$ cat src/rtl/wb_arbiter.sv
// Register-file write-back arbiter: ALU results take priority over memory
// returns, which are buffered in a small FIFO; busy tracks pending loads.
module wb_arbiter #(
    parameter int DATA_WIDTH = 32,
    parameter int ADR_WIDTH  = 5,
    parameter int DEPTH      = 4
) (
    input  logic                    clk,
    input  logic                    rst,
    input  logic                    alu_valid,
    input  logic [ADR_WIDTH-1:0]    alu_rd,
    input  logic [DATA_WIDTH-1:0]   alu_data,
    input  logic                    mem_valid,
    output logic                    mem_ready,
    input  logic [ADR_WIDTH-1:0]    mem_rd,
    input  logic [DATA_WIDTH-1:0]   mem_data,
    input  logic                    ld_issue,
    input  logic [ADR_WIDTH-1:0]    ld_rd,
    output logic                    we3,
    output logic [ADR_WIDTH-1:0]    a3,
    output logic [DATA_WIDTH-1:0]   wd3,
    output logic [2**ADR_WIDTH-1:0] busy
);

    localparam int PW = $clog2(DEPTH);
    localparam int CW = PW + 1;
    localparam logic [CW-1:0] FULL = CW'(DEPTH);

    logic [ADR_WIDTH-1:0]    rd_q   [DEPTH];
    logic [DATA_WIDTH-1:0]   data_q [DEPTH];
    logic [PW-1:0]           wr_ptr;
    logic [PW-1:0]           rd_ptr;
    logic [CW-1:0]           count;
    logic                    push;
    logic                    pop;
    logic [ADR_WIDTH-1:0]    head_rd;
    logic [DATA_WIDTH-1:0]   head_data;
    logic [2**ADR_WIDTH-1:0] busy_nxt;

    assign mem_ready = (count < FULL) && !rst;
    assign push      = mem_valid && mem_ready;
    assign pop       = !alu_valid && (count != '0);
    assign head_rd   = rd_q[rd_ptr];
    assign head_data = data_q[rd_ptr];

    // A load issued to the register being retired keeps it pending.
    always_comb begin
        busy_nxt = busy;
        if (pop)
            busy_nxt[head_rd] = 1'b0;
        if (ld_issue && (ld_rd != '0))
            busy_nxt[ld_rd] = 1'b1;
        busy_nxt[0] = 1'b0;
    end

    always_ff @(posedge clk) begin
        if (push) begin
            rd_q[wr_ptr]   <= mem_rd;
            data_q[wr_ptr] <= mem_data;
        end
    end

    always_ff @(posedge clk or posedge rst) begin
        if (rst) begin
            wr_ptr <= '0;
            rd_ptr <= '0;
            count  <= '0;
            busy   <= '0;
        end else begin
            busy <= busy_nxt;
            if (push)
                wr_ptr <= wr_ptr + 1'b1;
            if (pop)
                rd_ptr <= rd_ptr + 1'b1;
            unique case ({push, pop})
                2'b10:   count <= count + 1'b1;
                2'b01:   count <= count - 1'b1;
                default: count <= count;
            endcase
        end
    end

    // Writes to x0 still retire the entry but never reach the register file.
    always_ff @(posedge clk or posedge rst) begin
        if (rst) begin
            we3 <= 1'b0;
            a3  <= '0;
            wd3 <= '0;
        end else begin
            unique case (1'b1)
                alu_valid: begin
                    we3 <= (alu_rd != '0);
                    a3  <= alu_rd;
                    wd3 <= alu_data;
                end
                pop: begin
                    we3 <= (head_rd != '0);
                    a3  <= head_rd;
                    wd3 <= head_data;
                end
                default: we3 <= 1'b0;
            endcase
        end
    end

endmodule

$ cat config.mk
export PLATFORM = sky130hd
export DESIGN_NAME = wb_arbiter
export DESIGN_NICKNAME = d
export VERILOG_FILES = /design/src/rtl/wb_arbiter.sv
export SDC_FILE = /design/constraint.sdc
export NUM_CORES = 1
export LEC_CHECK = 0
export BUFFER_PORTS_ARGS = -buffer_cell sky130_fd_sc_hd__buf_2
export CORE_MARGIN = 5
export CORE_UTILIZATION = 40
export DETAILED_ROUTE_END_ITERATION = 10
export PLACE_DENSITY = 0.64
export SLEW_MARGIN = 30
export SYNTH_ARGS = -nofsm -noshare
export SYNTH_HDL_FRONTEND = slang
export SYNTH_SLANG_ARGS = --single-unit
export TNS_END_PERCENT = 30
$ cat constraint.sdc
create_clock -name clk -period 2.6 [get_ports clk]
set_input_delay 0.52 -clock clk [delete_from_list [all_inputs] [get_ports clk]]
set_output_delay 0.52 -clock clk [all_outputs]
set_load 0.02 [all_outputs]
==> results.txt, run 1 <==
The run finished with clean final reports. The type of the most critical hold path is input port to asynchronous set/reset pin. Summing every instance area after synthesis gives 8680 sq um. The instance count of the mapped netlist is 523, and the number of distinct library cells after synthesis is 37. For this design the static power due to leakage is 4.34 nW. The average wire per standard cell came out at 20.2 um.

The worst path in the final design needs a cycle of 2.23 ns, including I/O delays and setup. For the part of the Yosys area used for sequential elements, the log shows 0.731. For the number of endpoints with negative hold slack in the final report, the log shows 0.

Setup violations remaining at the end of the flow were counted as 0. The wire length on met3 is 2190 um. The tools report the data arrival at the endpoint of the critical path as 2.61 ns.

For the final routed database, the setup TNS stands at 0 ns. The max-cap check violation count came out at 0. The total nets after synthesis was 613. The pre-antenna-repair detailed-routing pass consisted of 7 iterations.

The post-synthesis area per instance was 16.6 sq um; the routed length on met1 was 7690 um. TritonCTS built the clock tree. The share of post-route cells with drive strength above 1 is 0.364. Routability-driven placement finished with a final weighted congestion of 0.860.

The number of gates resized after cts is 0. The count of H-tree levels built during CTS is 1, and the logic depth of the worst register-to-register path is 4. The longest clock path from root to sink contains 3 buffers.

The slack of the critical path was 0.373 ns; the detailed router's first-iteration violation count was 599. Signal routing reaches up to met5. The number of setup buffers added after CTS is 0. The run gives 13600 um as the detailed placement HPWL. The tools report the launching point of the worst reg2reg path as rd_ptr[0]$_DFFE_PP0N_. The run gives 0.37 ns as the setup slack of the worst register-to-register path.

The worst register-to-register path ends at busy[26]$_DFF_PP0_. For this run the aggregate overflow at the end of global routing stands at 0. From synthesis to final layout, the design area changed by 23.1%.

The logs give 21600 sq um for the floorplan core area and 2.99 ns for the critical path required time. For this run, design rule violations remaining after detail routing come to 0. Once detail routing completed, the nets flagged for antenna violations numbered 0. Static timing analysis puts the maximum clock frequency at 449 MHz.

By startpoint and endpoint, the worst setup path is classified as flip-flop to flip-flop. The finished layout holds 995 standard cells, fillers aside. On the final layout, the worst hold slack is 0.0945 ns.

The tightest slew margin relative to the limit was 0.427; the part of the cycle the worst path needs was 0.857. The tools report the root buffer selected by CTS as sky130_fd_sc_hd__clkbuf_16. The total number of placement rows was 54. The power density over the cells came out at 1110 nW/um^2. The CTS buffer count is 24.

Buffers placed on the I/O ports in this run total 153. The biggest fanout along the worst timing path was 8; the detailed-route via count was 5419. The pre-CTS worst setup slack is 0.307 ns, and the die boundary height is 157 um. At the later pin of the worst-skew pair, clock insertion delay measures 0.51 ns. The slew at the pin closest to its max-slew limit was 0.853 ns; the number of placed instances with taps included was 950.

For the CTS sink count, the log shows 224. The number of global-route vias before repair came out at 5659. STA classifies the critical path endpoint as a flip-flop. Dividing the detail-routed via count by the number of cells gives 5.45. The number of slew-limit violations in the final report is 0, and the number of antenna violations at the first check in global routing is 5.

The worst setup path is launched from a flip-flop. Die width: 157 um. Pin placement for this block handled 155 I/O pins. IR analysis of the VDD net gives a maximum drop of 635 uV. Clock-pin slew was measured on the worst setup and hold paths at 0.06 ns. The run gives 0.402 as the starting utilization of the core area.

Wire segments on met2 add up to 9870 um in the final route. Setup repair after global routing left no endpoint under its margin. The die covers 24800 sq um.

The cts-stage hold buffer count was 0; the global-route usage over all layers was 0.162. The run gives 39 as the largest net degree at the start of global routing. After synthesis the netlist holds a flip-flop and latch count of 224.

The final wirelength is 20100 um. In the final design database the tool counted 786 nets. Yosys printed 0 warnings. The post-layout utilization of the core is 0.495.

The run gives 31400 um as the first-pass GRT wire length. For the clock skew after layout, the log shows 0.00995 ns.
[state kept, by name, summed over array words and instances, names as in the netlist]
register  count
data_q      128
count         3
wr_ptr        2
we3           1
rd_ptr        2
wd3          32
a3            5
busy         31
rd_q         20
[cell usage after synthesis]
master / number / share of area
sky130_fd_sc_hd__edfxtp_1: 148 / 0.51
sky130_fd_sc_hd__dfrtp_1: 76 / 0.22
sky130_fd_sc_hd__nand2_1: 63 / 0.027
sky130_fd_sc_hd__inv_1: 45 / 0.019
sky130_fd_sc_hd__a222oi_1: 37 / 0.043
sky130_fd_sc_hd__mux4_2: 37 / 0.096
sky130_fd_sc_hd__o21ai_1: 28 / 0.016
sky130_fd_sc_hd__clkbuf_1: 12 / 0.0052
sky130_fd_sc_hd__buf_2: 7 / 0.0040
sky130_fd_sc_hd__nor2_1: 7 / 0.0030
sky130_fd_sc_hd__o21ai_0: 6 / 0.0035
sky130_fd_sc_hd__and3_1: 5 / 0.0036
sky130_fd_sc_hd__buf_1: 5 / 0.0022
sky130_fd_sc_hd__ha_1: 5 / 0.0072
sky130_fd_sc_hd__nand3_1: 4 / 0.0023
sky130_fd_sc_hd__xnor2_1: 4 / 0.0040
sky130_fd_sc_hd__and2_1: 3 / 0.0022
sky130_fd_sc_hd__nand3b_1: 3 / 0.0026
sky130_fd_sc_hd__nor3_1: 3 / 0.0017
sky130_fd_sc_hd__or3b_1: 3 / 0.0030
sky130_fd_sc_hd__and3b_1: 2 / 0.0020
sky130_fd_sc_hd__nor2b_1: 2 / 0.0014
sky130_fd_sc_hd__nor3b_1: 2 / 0.0017
sky130_fd_sc_hd__or4b_1: 2 / 0.0023
sky130_fd_sc_hd__xor2_1: 2 / 0.0020
sky130_fd_sc_hd__buf_4: 1 / 0.00086
sky130_fd_sc_hd__buf_6: 1 / 0.0013
sky130_fd_sc_hd__conb_1: 1 / 0.00043
sky130_fd_sc_hd__fa_1: 1 / 0.0023
sky130_fd_sc_hd__mux2i_1: 1 / 0.0012
sky130_fd_sc_hd__nand2b_1: 1 / 0.00072
sky130_fd_sc_hd__nand4bb_1: 1 / 0.0013
sky130_fd_sc_hd__nor4_2: 1 / 0.0014
sky130_fd_sc_hd__or2_2: 1 / 0.00072
sky130_fd_sc_hd__or3_4: 1 / 0.0013
sky130_fd_sc_hd__or4_1: 1 / 0.00086
sky130_fd_sc_hd__or4_4: 1 / 0.0013
[power breakdown]
part,switching [mW],total [mW],internal [mW]
Clock,1.31,3.51,2.19
Combinational,2.12,3.50,1.37
Sequential,0.387,4.89,4.51
Total,3.82,11.9,8.07
[area by class of cell]
cell class                      instances  area [sq um]
Fill cell                            1808         10900
Sequential cell                       224          6350
Multi-Input combinational cell        228          2060
Timing Repair Buffer                  173           916
Clock buffer                           34           709
Tap cell                              280           350
Inverter                               45           170
Clock inverter                         10           130
Antenna cell                            1          2.50
[kinds of logic (layout without fill, tap and decap cells)]
kind of cell	count (synthesis)	count (layout)	share of synthesized area
AOI/OAI and AO/OA	71	71	0.0622
xor gates and xnor gates	6	6	0.00605
adders and majority gates	6	6	0.00951
buffers and inverters	71	262	0.0330
DFF	224	224	0.731
muxes	38	38	0.0971
other	1	2	0.000432
and+or+nand+nor	106	106	0.0608
[routing by layer]
layer	vias up	GRT usage
met1	2731	0.212
li1	2359	-
met4	10	0.0311
met5	-	0
met3	36	0.0445
met2	283	0.275
[metrics by stage]
stage	area, sq um	total power [mW]
after floorplan	8680	7.21
after global placement	9850	8.34
after detailed placement	9850	8.50
after CTS	10700	12.0
after global routing	10700	12.5
final	10700	11.9
[worst max-delay path: stages, from the launching register on]
cell	delay, ns
sky130_fd_sc_hd__dfrtp_2	0.49
sky130_fd_sc_hd__mux4_2	0.59
sky130_fd_sc_hd__or4b_1	0.70
sky130_fd_sc_hd__o21ai_1	0.23
sky130_fd_sc_hd__nand2_1	0.09
[placed cells by master (no fill, tap or decap), types with 6 or more instances in the layout]
cell / instances
sky130_fd_sc_hd__buf_2: 153
sky130_fd_sc_hd__edfxtp_1: 148
sky130_fd_sc_hd__dfrtp_1: 74
sky130_fd_sc_hd__nand2_1: 63
sky130_fd_sc_hd__inv_1: 44
sky130_fd_sc_hd__mux4_2: 37
sky130_fd_sc_hd__a222oi_1: 37
sky130_fd_sc_hd__o21ai_1: 28
sky130_fd_sc_hd__clkbuf_16: 25
sky130_fd_sc_hd__buf_4: 20
sky130_fd_sc_hd__nor2_1: 7
sky130_fd_sc_hd__o21ai_0: 6
[how the worst max path moves through the flow]
stage | startpoint | endpoint | slack (ns) | cells after the start
finish | rd_ptr[0]$_DFFE_PP0N_ | busy[26]$_DFF_PP0_ | 0.37 | 4
global route | count[2]$_DFFE_PP0P_ | count[2]$_DFFE_PP0P_ | 0.29 | 9
CTS | rd_ptr[0]$_DFFE_PP0N_ | busy[18]$_DFF_PP0_ | 0.37 | 4
detailed placement | alu_valid | count[2]$_DFFE_PP0P_ | 0.31 | 9
global placement | alu_valid | count[2]$_DFFE_PP0P_ | 0.44 | 9
floorplan | rst | a3[0]$_DFFE_PP0P_ | 0.14 | 1
Power figures use the tool's default switching activity.
==> run 2: changes to the inputs <==
Settings changed: HOLD_SLACK_MARGIN set to 0.02, PLACE_DENSITY 0.64 to not set, PLACE_DENSITY_LB_ADDON set to 0.2.
==> run 2 against run 1 <==
  * Total power is 0.96% lower
  * Sequential power is essentially flat
  * Count of clock-buffer cells in the layout is 6 lower
  * Largest power group unchanged
==> results.txt, run 2 (synthesized netlist as in run 1, its figures left out) <==
The final layout contains routed wiring with a total length of 20300 um. For the cts-stage hold buffer count, the log shows 1. For this run, the top clock speed supported by timing is 449 MHz. Entering global routing, the biggest net connects 37 pins. For the pin with the worst max-slew slack, the measured transition is 0.818 ns.

The first-pass iteration count of the detailed router was 7. The clock latency reported for the late side of the worst-skew pair is 0.52 ns, and the number of post-CTS setup repair buffers is 0. The detailed router placed 5286 vias in this run.

The first global-routing pass estimated 31300 um of wire. The power density over the cells is 1100 nW/um^2, and the count of H-tree levels built during CTS is 1. In the routed design, unresolved DRC markers number 0. Once placement completed, the tool counted placed cells totaling 948. The worst setup path is launched from an input port. The tools report the category of the worst setup path capture point as an output pin.

For the number of slew-limit violations in the final report, the log shows 0. Clock tree synthesis found a total of 224 sinks. After clock tree synthesis, the clock-pin slew on the worst setup and hold paths is 0.06 ns. The maximum resistive drop on vdd was 483 uV; the sum of negative setup slack was 0 ns. The global-route usage over all layers is 0.164. The CTS buffer count came out at 24. The die width works out to 157 um. The worst hold path belongs to the class input port to flip-flop. The detailed router finished its first iteration with 477 violations.

Max-cap check violation count: 0. Routability-driven placement finished with a final weighted congestion of 0.818. The cell leakage power was 4.32 nW. More flip-flops sit in one register than any other, and that register is data_q.

The area growth from synthesis to final layout works out to 23.4%. Pin placement for this block handled 155 I/O pins. Port buffering added 153 buffers. The die is 157 um tall.

The tools report the starting utilization of the core area as 0.402. For the internal power component, the log shows 7.93 mW. Counting I/O delays and the setup requirement, the final critical path takes 2.23 ns. The number of routed nets with antenna violations is 0, and the number of vias per cell after detailed routing is 5.31. Average wire per standard cell: 20.3 um. The clock tree buffer depth was 3. The logs give 785 for the net total in the final layout and 996 for the number of standard cells in the final layout excluding fillers. The run gives 0 as the number of setup violations in the final report. For this design the total switching power over the nets is 3.86 mW. For the number of global-route vias before repair, the log shows 5611. The library cells used most frequently in the layout, excluding fill and tap cells, are sky130_fd_sc_hd__buf_2 (153), sky130_fd_sc_hd__edfxtp_1 (148), sky130_fd_sc_hd__dfrtp_1 (74). Gates resized during post-CTS repair numbered 0. The run finished with clean final reports. Setup repair after global routing left no endpoint under its margin. The register with the most flip-flops in the layout has 128 of them. The critical path is of the input port to output pin type. Critical path required time: 2.08 ns. The part of the cycle the worst path needs is 0.856.

The biggest fanout along the worst timing path works out to 6. The clock skew after layout is 0.0211 ns, and the number of endpoints with negative hold slack in the final report is 0. The largest registers in the layout are data_q (128), wd3 (32), busy (31). In this run the core area contains 54 standard-cell rows. For the worst setup path, the data arrival time is 1.71 ns. The total overflow left after global routing is 0.

The tools report the detailed placement HPWL as 14000 um. The floorplan step defined a die boundary enclosing 24800 sq um. The share of post-route cells with drive strength above 1 is 0.363. In this run the standard cell core region covers 21600 sq um.

The run gives 0.295 as the power share of the combinational group. The tree is rooted in a sky130_fd_sc_hd__clkbuf_16. The number of antenna violations at the first check in global routing is 5. The logs give 0.289 for the share of power burned in the clock network and 0.451 for the tightest slew margin relative to the limit. TritonCTS built the clock tree.

The switching share of total power works out to 0.327. The run gives 0.415 as the sequential share of power. Leaving out fill and tap cells, the most frequent cell in the layout is sky130_fd_sc_hd__buf_2.
[run 2: cell types whose count changed in the layout (fill, tap and decap cells not counted), sizes merged]
| cell | delta |
|---|---|
| clkbuf | -6 |
| clkinv | +4 |
| buf | -2 |
| clkinvlp | +2 |
| diode | +2 |
| dlygate4sd3 | +1 |
[run 2: worst max-delay path, cell delays in order]
cell	delay, ns
sky130_fd_sc_hd__dlygate4sd3_1	0.53
sky130_fd_sc_hd__buf_2	0.14
sky130_fd_sc_hd__nor2_1	0.26
sky130_fd_sc_hd__buf_2	0.24
[run 2: stage by stage]
| stage | hold slack [ns] | util | total power [mW] | cell area [sq um] | setup slack (ns) |
|---|---|---|---|---|---|
| 4_1_cts | 0.191 | 0.495 | 12.0 | 10700 | 0.355 |
| 3_3_place_gp | 0.465 | 0.457 | 8.40 | 9880 | 0.397 |
| 2_1_floorplan | 0.501 | - | 7.21 | 8680 | 0.142 |
| 5_1_grt | 0.200 | 0.496 | 12.4 | 10700 | 0.261 |
| 3_5_place_dp | 0.475 | 0.457 | 8.51 | 9880 | 0.299 |
| 6_report | 0.211 | 0.496 | 11.8 | 10700 | 0.375 |
[run 2: path summary, 6_finish.rpt]
check	start	endpoint	slack, ns	cells after the start
worst min register to register	busy[25]$_DFF_PP0_	busy[25]$_DFF_PP0_	0.48	2
min in group asynchronous	rst	count[1]$_DFFE_PP0P_	0.54	3
max in group asynchronous	rst	busy[27]$_DFF_PP0_	1.26	4
worst min-delay path	mem_data[10]	data_q[2][10]$_DFFE_PP_	0.21	1
worst max register to register	rd_ptr[0]$_DFFE_PP0N_	busy[7]$_DFF_PP0_	0.44	5
worst max-delay path	rst	mem_ready	0.37	4
[run 2: final cells by class]
class,instances,area (sq um)
repair buffers,172,961
inverters,45,170
multi-input cells,228,2060
flip-flops and latches,224,6350
fillers,1860,10900
clock buffers,28,626
clock inverters,16,188
well taps,280,350
diodes,3,7.51
[run 2: metal layers]
metal / wire (um) / GRT usage
met5: 20 / 0
met1: 7670 / 0.208
met3: 1760 / 0.0401
met4: 498 / 0.0434
met2: 10300 / 0.283
[run 2: power groups by stage]
stage          logic (mW)  registers (mW)  clock network (mW)
2_1_floorplan        1.79            5.43                   0
3_3_place_gp         3.47            4.93                   0
3_5_place_dp         3.54            4.97                   0
4_1_cts              3.56            4.90                3.50
5_1_grt              3.79            4.97                3.64
6_report             3.48            4.90                3.41
